[src/rtl/pc_stack16.sv]
// Program counter with hold/increment/jump and a small hardware return-address stack.
// One action per enabled cycle, priority ret > call > load > inc; stack faults set a sticky error flag.
module pc_stack16 #(
   parameter int unsigned      WIDTH     = 16,
   parameter int unsigned      DEPTH     = 4,
   parameter logic [WIDTH-1:0] RESET_VEC = '0
) (
   input  logic                     clk,
   input  logic                     rst_n,
   input  logic                     en,
   input  logic                     inc,
   input  logic                     load,
   input  logic                     call,
   input  logic                     ret,
   input  logic [WIDTH-1:0]         load_addr,
   output logic [WIDTH-1:0]         pc,
   output logic [$clog2(DEPTH):0]   depth,
   output logic                     stack_empty,
   output logic                     stack_full,
   output logic                     stack_err
);

   localparam int unsigned     AW       = $clog2(DEPTH);
   localparam int unsigned     DW       = AW + 1;
   localparam logic [DW-1:0]   FULL_CNT = DW'(DEPTH);

   typedef enum logic [2:0] {
      ACT_HOLD,
      ACT_INC,
      ACT_LOAD,
      ACT_PUSH,
      ACT_POP,
      ACT_FAULT
   } act_e;

   logic [WIDTH-1:0] pc_q, pc_d;
   logic [DW-1:0]    depth_q, depth_d;
   logic             err_q, err_d;
   logic [WIDTH-1:0] stack_mem [DEPTH];

   act_e             act;
   logic             is_empty, is_full;
   logic [WIDTH-1:0] pc_plus1;
   logic [AW-1:0]    push_idx, top_idx;
   logic             push_we;

   // Flags decode straight from the depth register, so they never glitch on input changes.
   assign is_empty = (depth_q == '0);
   assign is_full  = (depth_q == FULL_CNT);
   assign pc_plus1 = pc_q + WIDTH'(1);

   // Push writes slot depth; top lives at depth-1. Only the low bits are needed because a
   // push never happens when full and a pop never happens when empty.
   assign push_idx = depth_q[AW-1:0];
   assign top_idx  = depth_q[AW-1:0] - AW'(1);

   // NOTE: every combinational output gets a default before any branch, so no latch is inferred.
   always_comb begin
      act = ACT_HOLD;
      if (ret)       act = is_empty ? ACT_FAULT : ACT_POP;
      else if (call) act = is_full  ? ACT_FAULT : ACT_PUSH;
      else if (load) act = ACT_LOAD;
      else if (inc)  act = ACT_INC;
   end

   always_comb begin
      pc_d    = pc_q;
      depth_d = depth_q;
      err_d   = err_q;
      unique case (act)
         ACT_INC:   pc_d = pc_plus1;
         ACT_LOAD:  pc_d = load_addr;
         ACT_PUSH: begin
            pc_d    = load_addr;
            depth_d = depth_q + DW'(1);
         end
         ACT_POP: begin
            pc_d    = stack_mem[top_idx];
            depth_d = depth_q - DW'(1);
         end
         ACT_FAULT: err_d = 1'b1;
         default:   ;
      endcase
   end

   // NOTE: sequential state uses non-blocking assignments so every register samples pre-edge values.
   always_ff @(posedge clk) begin
      if (!rst_n) begin
         pc_q    <= RESET_VEC;
         depth_q <= '0;
         err_q   <= 1'b0;
      end else if (en) begin
         pc_q    <= pc_d;
         depth_q <= depth_d;
         err_q   <= err_d;
      end
   end

   assign push_we = rst_n && en && (act == ACT_PUSH);

   // NOTE: the stack array has no reset; depth alone says which entries are valid.
   always_ff @(posedge clk) begin
      if (push_we) stack_mem[push_idx] <= pc_plus1;
   end

   assign pc          = pc_q;
   assign depth       = depth_q;
   assign stack_empty = is_empty;
   assign stack_full  = is_full;
   assign stack_err   = err_q;

endmodule

[config.mk]
export PLATFORM = sky130hd
export DESIGN_NAME = pc_stack16
export DESIGN_NICKNAME = d
export VERILOG_FILES = /design/src/rtl/pc_stack16.sv
export SDC_FILE = /design/constraint.sdc
export NUM_CORES = 1
export LEC_CHECK = 0
export ABC_AREA = 0
export BUFFER_PORTS_ARGS = -buffer_cell sky130_fd_sc_hd__buf_2
export CAP_MARGIN = 20
export CORE_MARGIN = 1
export CORE_UTILIZATION = 50
export CTS_BUF_LIST = sky130_fd_sc_hd__clkbuf_4 sky130_fd_sc_hd__clkbuf_8
export CTS_CLUSTER_DIAMETER = 80
export DETAILED_ROUTE_END_ITERATION = 7
export PLACE_DENSITY = 0.69
export SYNTH_ARGS = -nofsm -noshare
export SYNTH_HDL_FRONTEND = slang
export SYNTH_SLANG_ARGS = --single-unit
[constraint.sdc]
create_clock -name clk -period 8.8 [get_ports clk]
set_input_delay 0.44 -clock clk [delete_from_list [all_inputs] [get_ports clk]]
set_output_delay 0.44 -clock clk [all_outputs]
set_load 0.02 [all_outputs]
* Yosys cells after proc, flatten, opt, wreduce, memory -nomap -nowiden
Memory sizes are Yosys's and may differ from the RTL's. Cells that the tools add are included.
Storage, ports and cells: memories 1, input port bits 23, output and inout port bits 22, RAM bits 64, flip-flop bits (word level) 20
Cells by class: reductions and logical operators 9, add/subtract/negate cells 4, mux-type cells 10, eq/ne operators 6
Memories:
- stack_mem | words 4, width 16, read ports 1, clocked after Yosys merged registers in 0, write ports 1, RTL line 39 | logic [WIDTH-1:0] stack_mem [DEPTH];
Operators with widths (number):
- 16-bit case mux with 3 select lines | 1
- 16-bit by 1-bit adder with 16-bit output, second input constant | 1
- 3-bit equality test, second input constant | 3
- 3-bit 2-to-1 mux | 3
- 3-bit by 2-bit equality test with 1-bit output, second input constant | 2
- 3-bit case mux with 2 select lines | 1
- 2-bit AND reduction | 3
- 1-bit 2-to-1 mux | 4
- 3-bit by 1-bit adder with 3-bit output, second input constant | 1
- 3-bit by 1-bit equality test with 1-bit output, second input constant | 1
- 3-bit logical NOT | 1
- 3-bit nonzero test | 1
- 3-bit by 1-bit subtractor with 3-bit output, second input constant | 1
- 1-bit logical AND | 2
- 2-bit 2-to-1 mux | 1
- 2-bit nonzero test | 1
- 2-bit OR reduction | 1
- 2-bit by 1-bit subtractor with 2-bit output, second input constant | 1

* Logic depth before layout (Yosys ltp)
depth after elaboration 8, gate-level depth with buffers 14, mapped depth without buffers 10

* Least setup slack after synthesis
No wires, ideal clock.
kind register to register, start point register depth_q[0], in the netlist depth[0], end point register depth_q[2], in the netlist depth[2], setup time 119 ps, clock period less this slack 3304 ps, arrival time 3185 ps, setup slack 5496 ps, stages on the path, launching flop included 15, buffers on the path 4, required time 8681 ps, path through dfxtp_1 -> buf_2 -> buf_2 -> inv_1 -> ha_1 -> nand2b_1 -> and2_1 -> clkbuf_1 -> clkbuf_1 -> inv_1 -> fa_1 -> a21o_1 -> a21oi_1 -> xnor2_1 -> nor2_1
On the way: word-level cells in the longest chain between the ends 7
RTL lines:
- from (decl) | RTL line 37 | logic [DW-1:0] depth_q, depth_d;
- from (signal assigned) | RTL line 94 | depth_q <= depth_d;
- 3-bit equality test | RTL line 49 | assign is_full = (depth_q == FULL_CNT);
- 3-bit 2-to-1 mux (2 in series) | RTL line 61 | else if (call) act = is_full ? ACT_FAULT : ACT_PUSH;
- 3-bit 2-to-1 mux | RTL line 60 | if (ret) act = is_empty ? ACT_FAULT : ACT_POP;
- 3-bit by 2-bit equality test with 1-bit output or 3-bit equality test (tied branches) | RTL line 70 | unique case (act)
- 2-bit nonzero test (no line)
- 2-bit AND reduction (no line)
Parallel ways exist; a longest one is shown, timed or not. A chain may end at the register's enable or synchronous reset.

* Worst setup path in the final report
Ends and elaborated chain as after synthesis.

==> impl_metrics.tcl <==
set metrics [dict create \
    status "completed" \
    avgViaCountPerCell 5.92 \
    r2r_start "depth[0]$_SDFFE_PN0P_" \
    tns_ps 0 \
    rr_endpoint "depth[2]$_SDFFE_PN0P_" \
    clock_latency_ps 360 \
    grt_pass1_vias 2407 \
    ys_top_cells_by_area "edfxtp_1, dfxtp_1, mux4_2" \
    crit_path_frequent_cell "inv_1" \
    critPathLaunchType "register" \
    crit_required_ps 9050 \
    place_area_mm2 0.00406 \
    firstDrtPassIters 7 \
    cp_num_cells 11 \
    hp-class "in2reg" \
    synth-simple-area-share_pct 10.1 \
    regToRegSetupSlack_ps 5660 \
    yosysUniqueCellTypes 42 \
    setup_viol 0 \
    holdPathEnd "pc[12]$_SDFFE_PN0P_" \
    yosysWarnings 0 \
    max_stage_delay_ps 610 \
    via_count 2491 \
    syn_to_final_growth_pct 14.1 \
    dieArea_mm2 0.00788 \
    route.detailed.drc 0 \
    slowest_stage "and2_1" \
    fin_nets 346 \
    gp_congestion 0.849 \
    peakVddDrop_uv 94.8 \
    synthAdderAreaFrac_pct 2.19 \
    wire_per_inst_um 20.0 \
    synth_compound_area_share_pct 10.3 \
    fin_ws_ps 5660 \
    syn_area_mm2 0.00376 \
    grt_max_degree 21 \
    cap_violations 0 \
    drive_gt1_share_pct 25.5 \
    dr.first_iter.drc_count 226 \
    finalClockSkew_ps 10.4 \
    p_per_area_mw_per_mm2 214 \
    synth_edf_count 64 \
    final_max_slew_viol_count 0 \
    synth_top_area_share_pct 51.1 \
    fp.dieH_um 88.7 \
    cts-root-buf "clkbuf_8" \
    syn_nets 301 \
    cts_sinks 84 \
    cp_num_buf_inv 3 \
    ys_seq_area_share_pct 61.7 \
    cts_buffers 9 \
    cts_buffer_depth 2 \
    post-dp-hpwl_mm 5.44 \
    cp_top_family "simple AND/OR/NAND/NOR gates" \
    htree_levels 3 \
    arrival_ps 3380 \
    synth_mux_area_share_pct 9.58 \
    ys_seq_elements 84 \
    synth_area_leader_cell "edfxtp_1" \
    worst_slew_pin_slew_ps 918 \
    core_area_mm2 0.00725 \
    synth-main-ff-cell "edfxtp_1" \
    grt_pass1_wl_mm 13.0 \
    critPathCaptureType "register" \
    slew_headroom_pct 38.8 \
    synthCells 272 \
    leakage_uw 0.00150 \
    finalPower_uw 918 \
    start_util_pct 51.9 \
    hold_start "load_addr[12]" \
    final-hold-violation-count 0 \
    die_x_um 88.7 \
    post-cts-setup-buffer-count 0 \
    antenna_found_initial 0 \
    synth_top_family_by_area "compound AO/OA/AOI/OAI gates" \
    ctsHoldBuffers 0 \
    synth-async-reset-ratio_pct 0 \
    crit_chain "buf_4 > inv_1 > ha_1 > nand2b_1 > and2_1 > inv_1 > fa_1 > a21o_1 > a21oi_1 > xnor2_1 > nor2_1" \
    rsz0062_at_grt "no" \
    yosys.area_share.xor_xnor_pct 3.72 \
    wl_mm 8.40 \
    grtUsageTotal_pct 23.5 \
    rows 31 \
    cts_resized 0 \
    fin_crit_ps 3140 \
    fmax_mhz 319 \
    min_period_over_period_pct 35.6 \
    place_ws_ps 5700 \
    cts_tree "built" \
    cp_max_fo 20 \
    ant_nets 0 \
    ios 45 \
    design_area_mm2 0.00429 \
    finalCoreUtilization_pct 59.2 \
    numPortBuffers 44 \
    whs_path_depth 3 \
    clk_pin_slew_ps 80 \
    reg2reg_depth 11 \
    syn_area_per_cell_um2 13.8 \
    fill_cells 618 \
    criticalPathCategory "reg2reg" \
    overflow 0 \
    diodes 0 \
]
-- cell usage after synthesis, drive strengths merged (4+ instances only) --
master,number
a211oi,6
clkbuf,6
ha,5
nand3,12
dfxtp,20
a22oi,12
xor2,10
and2,6
edfxtp,64
o21ai,13
nand2,24
xnor2,6
nor3,4
buf,7
inv,8
nor2,13
nand4,4
mux4,16
a31oi,12
-- per-layer routing --
layer  GRT usage, %  vias up  wire length [um]
li1               -     1146                 -
met1           31.8     1244              3750
met2           37.5       85              4130
met3           4.01       16               361
met4           10.4        0               153
met5              0        -                 0
-- worst max path at each step --
stage	from	end	slack, ps
final	depth[0]$_SDFFE_PN0P_	depth[2]$_SDFFE_PN0P_	5660
after global routing	depth[0]$_SDFFE_PN0P_	depth[2]$_SDFFE_PN0P_	5430
after CTS	depth[0]$_SDFFE_PN0P_	depth[2]$_SDFFE_PN0P_	5660
after detailed placement	depth[0]$_SDFFE_PN0P_	depth[2]$_SDFFE_PN0P_	5700
after global placement	depth[0]$_SDFFE_PN0P_	depth[2]$_SDFFE_PN0P_	5810
after floorplan	depth[0]$_SDFFE_PN0P_	depth[2]$_SDFFE_PN0P_	5500
-- area by class of cell --
| class | count | area (um^2) | share of cell area (%) |
|---|---|---|---|
| clock buffers | 10 | 131 | 3.06 |
| well taps | 99 | 124 | 2.89 |
| flip-flops and latches | 84 | 2320 | 54.1 |
| inverters | 8 | 30.0 | 0.700 |
| multi-input cells | 167 | 1350 | 31.4 |
| clock inverters | 6 | 88.8 | 2.07 |
| repair buffers | 47 | 246 | 5.74 |
-- per-stage QoR --
stage	instances	hold WS, ps
after floorplan	272	570
after global placement	404	452
after detailed placement	404	456
after CTS	420	322
after global routing	421	354
final	421	331
-- report_power, final --
group	switching [uW]	internal (uW)
Combinational	92.6	58.1
Clock	140	163
Sequential	18.7	446
-- cells in the final DEF, fill, tap and decap left out, drive strengths merged, types with 2 or more instances in the layout --
cell / count
a21oi: 3
xnor2: 6
buf: 47
a31oi: 12
and2: 6
bufinv: 2
nand3: 12
nand3b: 2
clkinv: 3
o21ai: 13
inv: 8
a22oi: 12
nor3: 4
a311oi: 2
xor2: 10
a211oi: 6
nor2: 13
mux4: 16
clkbuf: 10
dfxtp: 20
nand2: 24
edfxtp: 64
nand4: 4
nor4: 3
ha: 5
-- kinds of logic (layout without fill, tap and decap cells) --
| group | after synthesis | in the layout |
|---|---|---|
| fa+ha+maj | 6 | 6 |
| simple gates | 74 | 74 |
| xor+xnor | 16 | 16 |
| mux | 16 | 16 |
| compound gates | 55 | 55 |
| flops | 84 | 84 |
| buf+inv | 21 | 71 |
-- worst reg2reg max path, stage by stage, from the launching register on --
cell	delay, ps
dfxtp_1	310
buf_4	340
inv_1	210
ha_1	310
nand2b_1	160
and2_1	610
inv_1	120
fa_1	430
a21o_1	170
a21oi_1	170
xnor2_1	140
nor2_1	50
-- registers in the layout, indices dropped and copies added, names as in the netlist --
| signal | cells |
|---|---|
| depth | 3 |
| pc | 16 |
| stack_mem | 64 |
| stack_err | 1 |
Note: power is estimated with default switching activity, not from simulation.
